[src/rtl/npu_weight_pkg.sv]
// Shared definitions for the NPU butterfly weight path (weight_loader and
// weight_buffer): geometry constants, the loader FSM state type and the
// length-derived helpers used to size a load.
//   DATA_WIDTH     bits per fp16 weight
//   BU_PARALLELISM butterfly units; LANES = 4*BU_PARALLELISM weights per beat
//   IN_WORDS       weights per input beat; R input beats form one lane beat
//   MAX_LENGTH     largest supported transform length
package npu_weight_pkg;

  localparam int DATA_WIDTH     = 16;
  localparam int BU_PARALLELISM = 4;
  localparam int LANES          = 4 * BU_PARALLELISM;
  localparam int BEAT_WIDTH     = DATA_WIDTH * LANES;
  localparam int IN_WORDS       = 4;
  localparam int IN_WIDTH       = DATA_WIDTH * IN_WORDS;
  localparam int R              = LANES / IN_WORDS;
  localparam int MAX_LENGTH     = 1024;
  localparam int LEN_W          = 16;

  // Worst case beat count: log2(MAX_LENGTH) stages of depth beats each.
  localparam int MAX_OUT   = $clog2(MAX_LENGTH) * (MAX_LENGTH * 2 / LANES);
  localparam int OUT_CNT_W = $clog2(MAX_OUT + 1);
  localparam int IN_CNT_W  = $clog2(MAX_OUT * R + 1);
  localparam int PCNT_W    = (R > 1) ? $clog2(R) : 1;

  typedef enum logic [1:0] {
    IDLE  = 2'd0,
    LOAD  = 2'd1,
    START = 2'd2
  } wl_state_e;

  // Lane beats per butterfly stage.
  function automatic logic [LEN_W-1:0] depth_of(input logic [LEN_W-1:0] length);
    return LEN_W'((32'(length) * 2) / LANES);
  endfunction

  // log2 of a power-of-two length: index of the highest set bit.
  function automatic logic [4:0] stages_of(input logic [LEN_W-1:0] length);
    logic [4:0] s;
    s = '0;
    for (int i = 0; i < LEN_W; i++) begin
      if (length[i]) s = 5'(i);
    end
    return s;
  endfunction

endpackage

[src/rtl/weight_loader_if.sv]
// Stream bundle around weight_loader: the narrow DMA input stream
// (in_vld/in_dat/in_rdy) and the packed weight_buffer write stream
// (up_vld/up_dat/up_rdy).
//   master : the loader (consumes in_*, produces up_*)
//   slave  : the environment (DMA source and weight_buffer sink)
interface weight_loader_if;
  import npu_weight_pkg::*;

  logic                  in_vld;
  logic [IN_WIDTH-1:0]   in_dat;
  logic                  in_rdy;
  logic                  up_vld;
  logic [BEAT_WIDTH-1:0] up_dat;
  logic                  up_rdy;

  modport master (
    input  in_vld, in_dat, up_rdy,
    output in_rdy, up_vld, up_dat
  );

  modport slave (
    output in_vld, in_dat, up_rdy,
    input  in_rdy, up_vld, up_dat
  );

endinterface

[src/rtl/weight_beat_packer.sv]
// Collects R narrow input beats into one full lane beat and presents it on a
// registered valid/ready output. Input beat k of a group lands in lanes
// k*IN_WORDS .. k*IN_WORDS+IN_WORDS-1.
//   clk, rst_n   clock, asynchronous active-low reset
//   in_avail_i   the loader still wants input beats
//   in_vld_i/in_dat_i/in_rdy_o   narrow input stream
//   up_vld_o/up_dat_o/up_rdy_i   packed output stream
module weight_beat_packer import npu_weight_pkg::*; (
  input  logic                  clk,
  input  logic                  rst_n,
  input  logic                  in_avail_i,
  input  logic                  in_vld_i,
  input  logic [IN_WIDTH-1:0]   in_dat_i,
  output logic                  in_rdy_o,
  output logic                  up_vld_o,
  output logic [BEAT_WIDTH-1:0] up_dat_o,
  input  logic                  up_rdy_i
);

  logic [PCNT_W-1:0]     pcnt_q, pcnt_d;
  logic [BEAT_WIDTH-1:0] pack_q, pack_d;
  logic [BEAT_WIDTH-1:0] up_dat_q, up_dat_d;
  logic                  up_vld_q, up_vld_d;
  logic [BEAT_WIDTH-1:0] merged;
  logic                  last_word;
  logic                  slot_free;
  logic                  in_fire;

  // Only the group-completing beat needs the output slot; earlier beats of a
  // group just fill the pack register and are never back-pressured.
  assign last_word = (pcnt_q == PCNT_W'(R - 1));
  assign slot_free = !up_vld_q || up_rdy_i;
  assign in_rdy_o  = in_avail_i && (!last_word || slot_free);
  assign in_fire   = in_vld_i && in_rdy_o;

  always_comb begin
    pack_d   = pack_q;
    pcnt_d   = pcnt_q;
    up_dat_d = up_dat_q;
    up_vld_d = up_vld_q;
    merged   = pack_q;
    merged[pcnt_q * IN_WIDTH +: IN_WIDTH] = in_dat_i;

    if (up_vld_q && up_rdy_i) up_vld_d = 1'b0;

    if (in_fire) begin
      if (last_word) begin
        // A new beat loading in the accepting cycle keeps up_vld high.
        up_dat_d = merged;
        up_vld_d = 1'b1;
        pcnt_d   = '0;
      end else begin
        pack_d = merged;
        pcnt_d = pcnt_q + 1'b1;
      end
    end
  end

  always_ff @(posedge clk or negedge rst_n) begin
    if (!rst_n) begin
      pcnt_q   <= '0;
      pack_q   <= '0;
      up_dat_q <= '0;
      up_vld_q <= 1'b0;
    end else begin
      pcnt_q   <= pcnt_d;
      pack_q   <= pack_d;
      up_dat_q <= up_dat_d;
      up_vld_q <= up_vld_d;
    end
  end

  assign up_vld_o = up_vld_q;
  assign up_dat_o = up_dat_q;

endmodule

[src/rtl/weight_loader.sv]
// Weight loader: streams log2(length)*depth packed lane beats from the weight
// DMA into weight_buffer, then fires butterfly_start once.
//   clk, rst_n       clock, asynchronous active-low reset
//   length           transform length, sampled with load_start
//   load_start       one-cycle load request (ignored unless idle)
//   wl               input/output streams (master side)
//   butterfly_start  one-cycle pulse after the last beat is accepted
//   busy             high from the cycle after an accepted start through START
//   done             one-cycle pulse alongside butterfly_start
//   err              one-cycle pulse after a request with an invalid length
module weight_loader import npu_weight_pkg::*; (
  input  logic              clk,
  input  logic              rst_n,
  input  logic [LEN_W-1:0]  length,
  input  logic              load_start,
  weight_loader_if.master   wl,
  output logic              butterfly_start,
  output logic              busy,
  output logic              done,
  output logic              err
);

  wl_state_e              state_q, state_d;
  logic [OUT_CNT_W-1:0]   total_out_q, total_out_d;
  logic [IN_CNT_W-1:0]    total_in_q, total_in_d;
  logic [OUT_CNT_W-1:0]   out_cnt_q;
  logic [IN_CNT_W-1:0]    in_cnt_q;
  logic                   err_q, err_d;
  logic                   latch;
  logic                   len_pow2;
  logic                   len_ok;
  logic                   in_avail;
  logic                   in_fire;
  logic                   out_fire;

  assign len_pow2 = (length != '0) && ((length & (length - 1'b1)) == '0);
  assign len_ok   = len_pow2 &&
                    (length >= LEN_W'(2 * BU_PARALLELISM)) &&
                    (length <= LEN_W'(MAX_LENGTH));

  assign total_out_d = OUT_CNT_W'(stages_of(length) * depth_of(length));
  assign total_in_d  = IN_CNT_W'(total_out_d) * IN_CNT_W'(R);

  assign in_avail = (state_q == LOAD) && (in_cnt_q < total_in_q);
  assign in_fire  = wl.in_vld && wl.in_rdy;
  assign out_fire = wl.up_vld && wl.up_rdy;

  always_comb begin
    state_d = state_q;
    err_d   = 1'b0;
    latch   = 1'b0;
    case (state_q)
      IDLE: begin
        if (load_start) begin
          if (len_ok) begin
            state_d = LOAD;
            latch   = 1'b1;
          end else begin
            err_d = 1'b1;
          end
        end
      end
      LOAD: begin
        if (out_fire && (out_cnt_q == total_out_q - 1'b1)) state_d = START;
      end
      START:   state_d = IDLE;
      default: state_d = IDLE;
    endcase
  end

  always_ff @(posedge clk or negedge rst_n) begin
    if (!rst_n) begin
      state_q     <= IDLE;
      err_q       <= 1'b0;
      total_out_q <= '0;
      total_in_q  <= '0;
      out_cnt_q   <= '0;
      in_cnt_q    <= '0;
    end else begin
      state_q <= state_d;
      err_q   <= err_d;
      if (latch) begin
        total_out_q <= total_out_d;
        total_in_q  <= total_in_d;
        out_cnt_q   <= '0;
        in_cnt_q    <= '0;
      end else begin
        if (in_fire)  in_cnt_q  <= in_cnt_q + 1'b1;
        if (out_fire) out_cnt_q <= out_cnt_q + 1'b1;
      end
    end
  end

  weight_beat_packer u_packer (
    .clk        (clk),
    .rst_n      (rst_n),
    .in_avail_i (in_avail),
    .in_vld_i   (wl.in_vld),
    .in_dat_i   (wl.in_dat),
    .in_rdy_o   (wl.in_rdy),
    .up_vld_o   (wl.up_vld),
    .up_dat_o   (wl.up_dat),
    .up_rdy_i   (wl.up_rdy)
  );

  assign busy            = (state_q != IDLE);
  assign butterfly_start = (state_q == START);
  assign done            = (state_q == START);
  assign err             = err_q;

endmodule
[src/flat_wrapper.sv]
// flat-port wrapper written by rule: the top's interface ports become plain ports
module weight_loader_flat import npu_weight_pkg::*;
  (clk, rst_n, length, load_start, butterfly_start, busy, done, err, wl_in_vld, wl_in_dat, wl_up_rdy, wl_in_rdy, wl_up_vld, wl_up_dat);
  weight_loader_if wl_i ();
  input  logic clk;
  input  logic rst_n;
  input  logic [LEN_W-1:0] length;
  input  logic load_start;
  output logic butterfly_start;
  output logic busy;
  output logic done;
  output logic err;
  input wire logic [$bits(wl_i.in_vld)-1:0] wl_in_vld;
  input wire logic [$bits(wl_i.in_dat)-1:0] wl_in_dat;
  input wire logic [$bits(wl_i.up_rdy)-1:0] wl_up_rdy;
  output wire logic [$bits(wl_i.in_rdy)-1:0] wl_in_rdy;
  output wire logic [$bits(wl_i.up_vld)-1:0] wl_up_vld;
  output wire logic [$bits(wl_i.up_dat)-1:0] wl_up_dat;
  assign wl_i.in_vld = wl_in_vld;
  assign wl_i.in_dat = wl_in_dat;
  assign wl_i.up_rdy = wl_up_rdy;
  assign wl_in_rdy = wl_i.in_rdy;
  assign wl_up_vld = wl_i.up_vld;
  assign wl_up_dat = wl_i.up_dat;
  weight_loader u_core (.clk(clk), .rst_n(rst_n), .length(length), .load_start(load_start), .wl(wl_i), .butterfly_start(butterfly_start), .busy(busy), .done(done), .err(err));
endmodule
[config.mk]
export PLATFORM = sky130hd
export DESIGN_NAME = weight_loader_flat
export DESIGN_NICKNAME = d
export VERILOG_FILES = /design/src/rtl/npu_weight_pkg.sv /design/src/rtl/weight_loader_if.sv /design/src/rtl/weight_beat_packer.sv /design/src/rtl/weight_loader.sv /design/src/flat_wrapper.sv
export SDC_FILE = /design/constraint.sdc
export NUM_CORES = 1
export LEC_CHECK = 0
export BUFFER_PORTS_ARGS = -buffer_cell sky130_fd_sc_hd__buf_4
export CORE_UTILIZATION = 26
export CTS_BUF_LIST = sky130_fd_sc_hd__clkbuf_4 sky130_fd_sc_hd__clkbuf_8
export CTS_CLUSTER_DIAMETER = 30
export DETAILED_ROUTE_END_ITERATION = 10
export PLACE_DENSITY_LB_ADDON = 0.12
export REMOVE_ABC_BUFFERS = 1
export SYNTH_ARGS = -nofsm -noshare
export SYNTH_HDL_FRONTEND = slang
export SYNTH_SLANG_ARGS = --single-unit
[constraint.sdc]
create_clock -name clk -period 3.1 [get_ports clk]
set_input_delay 0.62 -clock clk [delete_from_list [all_inputs] [get_ports clk]]
set_output_delay 0.62 -clock clk [all_outputs]
set_load 0.01 [all_outputs]
==> results.md <==
Status:
- The flow ran to the end, but the final reports show violations.
- The checks that failed: setup timing.

Setup path:
- The kind of end point of the critical path is an output pin.
- The startpoint kind of the worst setup timing path is a flop.
- The data arrival time at the worst-slack endpoint is 2.62 ns.
- The top fanout value on the critical path is 4.
- The required time reported for the critical path endpoint is 2.48 ns.
- The path depth of the worst reg2reg path is 9.
- For this run, the slowest stage of the critical path takes 0.43 ns.
- The slowest cell on the critical path is sky130_fd_sc_hd__dfrtp_1.
- The critical path is of the reg2out type.
- Traced cell by cell, the critical path runs through ha_1, a211oi_2, o21ai_1, a221oi_2, o21a_1, and2_4, buf_6.

Flow run:
- The number of max-cap violations is 0.

Min path:
- The path class of the tightest hold or removal check is in2reg.
- The worst hold path was traced through 2 stages.

Final layout:
- Summing all non-filler instances in the final layout gives an area of 35,100 sq um.
- The net count of the finished layout is 3,004.
- In the final layout, the share of cells above drive strength 1 is 37.0%.
- The area growth from synthesis to layout is 34.3%.

Yosys:
- The mapped cell area is 26,200 sq um.
- For this run, asynchronously set or reset flops after synthesis account for 100%.
- The flip-flop cell with the highest count after synthesis is sky130_fd_sc_hd__dfrtp_1.
- The number of distinct library cell variants in the gate-level netlist after synthesis is 62.
- The count of flip-flops with a built-in enable after synthesis is 0.
- The post-synthesis sequential area ratio is 52.9%.
- The yosys synthesis warning count is 0.
- Averaged over all synthesized cells, the footprint is 10.7 sq um.
- Counting every instance in the synthesized netlist gives 2,442.
- The flop and latch count out of synthesis is 553.

Timing:
- The total count of hold-check failures in the final report is 0.
- The time the final worst path needs with I/O delays and setup is 3.24 ns.
- Setup repair after global routing could not meet its margin everywhere.
- The worst relative slew slack is 39.0%.
- The total setup violations reported at the end of the flow is 5.
- Between clock sinks in the finished design, the worst skew comes to 0.0419 ns.
- At the pin with the least slew margin, the transition time is 0.915 ns.
- The highest attainable clock frequency is 309 MHz.
- The minimum hold slack is 0.0902 ns.
- The final period utilization is 104%.
- The number of max-slew violations in the final report is 0.
- The worst-case setup margin in the final layout is -0.136 ns.

Clock tree:
- At the later pin of the worst-skew pair, clock insertion delay measures 0.83 ns.
- The CTS tree is yes.
- Clock tree synthesis selected as its root buffer the cell sky130_fd_sc_hd__clkbuf_8.
- The clock drives 553 sinks.
- The clock buffer count from CTS is 164.
- The clock input transition at the sequential cells of the worst setup and hold paths is 0.04 ns.
- The maximum number of buffers from clock root to sink is 3.
- The H-tree generated during clock tree synthesis spans 4 levels.

Global route:
- The initial antenna violation count is 3.
- The remaining global-route overflow is 0.
- In the global route stage, overall resource usage came out at 18.0%.
- The wire length of the first global-routing pass is 139,000 microns.
- The number of global-route vias before repair is 21,400.
- The largest net degree at the start of global routing is 109.

Place:
- The HPWL after detailed placement is 57,100 microns.
- The congestion estimate from routability-driven global placement came to 0.785.
- At the placement stage, the worst setup path has a slack of -1.60 ns.
- Input and output buffers added on the ports amount to 346.
- In this run the cell area measured after placement is 30,700 sq um.

Floorplan:
- The floorplan core area is 99,000 sq um.
- The floorplan die width is 319 microns.
- The initial core utilization is 26.4%.
- The full die area is 102,000 sq um.
- For this design the top-level I/O count stands at 347.
- After floorplanning, the core was divided into 115 placement rows.
- The die span in y is 319 microns.

Power and ir drop:
- The analysis attributes to net switching a power of 11.5 mW.
- The portion of total power attributed to sequential cells is 34.4%.
- The power density relative to cell area is 982 nW/um^2.
- The clock network burns 34.6% of the power.
- Summed over all cells, the static leakage comes to 16.7 nW.
- IR analysis of the VDD net gives a maximum drop of 0.467 mV.
- The cell internal power dissipation is 23.0 mW.
- Of the total power, the share spent switching nets is 33.4%.
- The share of total power dissipated in combinational logic is 31.0%.

Route:
- Once detail routing completed, the nets flagged for antenna violations numbered 0.
- For this run, design rule violations remaining after detail routing come to 0.
- The count of TritonRoute iterations in the first routing pass is 5.
- The detailed-route via count is 20,300.
- The routed wire length is 91,900 microns.
- The average wire per cell in the routed design is 21.4 microns.
- The first routing iteration left 1,135 violations.
- After detailed routing, the number of vias per cell comes to 4.73.
[cell families (layout without fill, tap and decap cells)]
| group | count (synthesis) | in the layout | synth area share [%] |
|---|---|---|---|
| adders and majority gates | 53 | 53 | 2.93 |
| and+or+nand+nor | 413 | 413 | 7.14 |
| other | 0 | 5 | 0 |
| AOI/OAI and AO/OA | 598 | 598 | 15.7 |
| DFF | 553 | 553 | 52.9 |
| buffers and inverters | 516 | 1077 | 8.48 |
| xor gates and xnor gates | 41 | 41 | 1.37 |
| muxes | 268 | 268 | 11.5 |
[power by group through the flow]
stage / Clock, mW / Sequential (mW) / Combinational [mW]
floorplan: 0 / 11.8 / 5.12
global placement: 0 / 11.9 / 10.5
detailed placement: 0 / 12.0 / 10.7
CTS: 12.3 / 11.9 / 10.9
global route: 12.7 / 12.2 / 11.7
finish: 11.9 / 11.9 / 10.7
[per-layer routing]
| metal | GRT usage, % | wire length [microns] | part of all wire (%) |
|---|---|---|---|
| met1 | 24.0 | 41800 | 46 |
| met2 | 29.1 | 44100 | 48 |
| met3 | 3.70 | 4090 | 4.5 |
| met4 | 5.69 | 1790 | 2.0 |
| met5 | 0 | 0 | 0 |
[metrics by stage]
step                      setup TNS, ns  instances  util (%)  power, mW
after floorplan                -2266.72       2225         -       16.9
after global placement           -19.57       3967      31.0       22.4
after detailed placement         -21.01       3967      31.0       22.6
after CTS                        -0.361       4286      35.4       35.0
after global routing             -0.760       4295      35.5       36.6
final                            -0.393       4295      35.5       34.5
[final timing paths]
| check | startpoint | to | slack (ns) |
|---|---|---|---|
| worst min-delay path | wl_up_rdy | u_core.u_packer.up_vld_o | 0.09 |
| min in group asynchronous | rst_n | u_core.u_packer.up_dat_o[243] | 0.48 |
| worst max register to register | u_core.total_out_q[9] | u_core.u_packer.up_dat_o[161] | 0.25 |
| worst max-delay path | u_core.in_cnt_q[5] | wl_in_rdy | -0.14 |
| max in group asynchronous | rst_n | u_core.out_cnt_q[6] | 1.74 |
| worst min register to register | u_core.u_packer.pack_q[250] | u_core.u_packer.pack_q[250] | 0.49 |
[flip-flops by register name, summed over array words and instances (netlist names)]
signal	cells
u_core.in_cnt_q	13
u_core.state_q	2
u_core.u_packer.pack_q	256
u_core.err	1
u_core.u_packer.up_vld_o	1
u_core.u_packer.up_dat_o	256
u_core.out_cnt_q	11
u_core.total_out_q	11
u_core.u_packer.pcnt_q	2
[timing repair]
| action | 4_1_cts | 5_1_grt |
|---|---|---|
| setup endpoints to repair | 93 | 6 |
| hold buffers | 6 | 0 |
| endpoints found under the hold margin | 58 | 0 |
| pin swaps | 38 | 19 |
| gates resized for setup | 70 | 16 |
| setup buffers | 11 | 4 |
[cell usage after synthesis (all sizes together), types with 10 or more instances]
cell type  number  area share, %
mux2          261             11
nor3           11           0.25
xnor2          25           0.84
o31ai          10           0.29
fa             14            1.1
a22o          257            8.6
nand3          19           0.36
nand2         274            3.9
o21ai         272            5.2
and2           19           0.45
inv           299            4.3
nor2           29           0.42
xor2           16           0.54
clkbuf         86            1.2
buf           131            2.9
ha             38            1.8
dfrtp         553             53
a21oi          25           0.48
[critical path, delay by kind of cell, from the launching register on]
kind | cells | cell delay (ns)
buf+inv | 1 | 0.10
compound gates | 4 | 0.87
fa+ha+maj | 1 | 0.26
simple gates | 1 | 0.17
flops | 1 | 0.43
[layout make-up]
type,instances,area [sq um]
Fill cell,9886,63900
Sequential cell,553,13800
Multi-Input combinational cell,1373,10600
Timing Repair Buffer,476,4030
Clock buffer,233,3000
Tap cell,1287,1610
Inverter,299,1120
Clock inverter,69,897
Antenna cell,5,12.5
[layout by cell type, fill, tap and decap left out, types with 5 or more instances in the layout]
master                          count
sky130_fd_sc_hd__clkbuf_8         200
sky130_fd_sc_hd__ha_1              22
sky130_fd_sc_hd__dlygate4sd3_1      6
sky130_fd_sc_hd__o31ai_1            8
sky130_fd_sc_hd__bufinv_16         19
sky130_fd_sc_hd__fa_1              12
sky130_fd_sc_hd__buf_4            429
sky130_fd_sc_hd__xor2_1            16
sky130_fd_sc_hd__nand3_1           15
sky130_fd_sc_hd__clkinvlp_4         6
sky130_fd_sc_hd__and2_1            12
sky130_fd_sc_hd__clkbuf_4          33
sky130_fd_sc_hd__and2_4             7
sky130_fd_sc_hd__nand4_1            6
sky130_fd_sc_hd__or4_1              8
sky130_fd_sc_hd__o21ai_0          266
sky130_fd_sc_hd__nand2b_1           7
sky130_fd_sc_hd__nand2_1          270
sky130_fd_sc_hd__buf_6              8
sky130_fd_sc_hd__dfrtp_1          549
sky130_fd_sc_hd__mux2_2           256
sky130_fd_sc_hd__clkinv_2          35
sky130_fd_sc_hd__inv_2              9
sky130_fd_sc_hd__nor2b_1            9
sky130_fd_sc_hd__buf_12            32
sky130_fd_sc_hd__inv_1            290
sky130_fd_sc_hd__and3_1             5
sky130_fd_sc_hd__a21oi_1           21
sky130_fd_sc_hd__mux2i_1            7
sky130_fd_sc_hd__xnor2_1           25
sky130_fd_sc_hd__a22o_1           257
sky130_fd_sc_hd__nor2_1            26
sky130_fd_sc_hd__ha_4              16
sky130_fd_sc_hd__nor3_1             7
sky130_fd_sc_hd__diode_2            5
No activity file was read; power rests on OpenSTA's default activity.
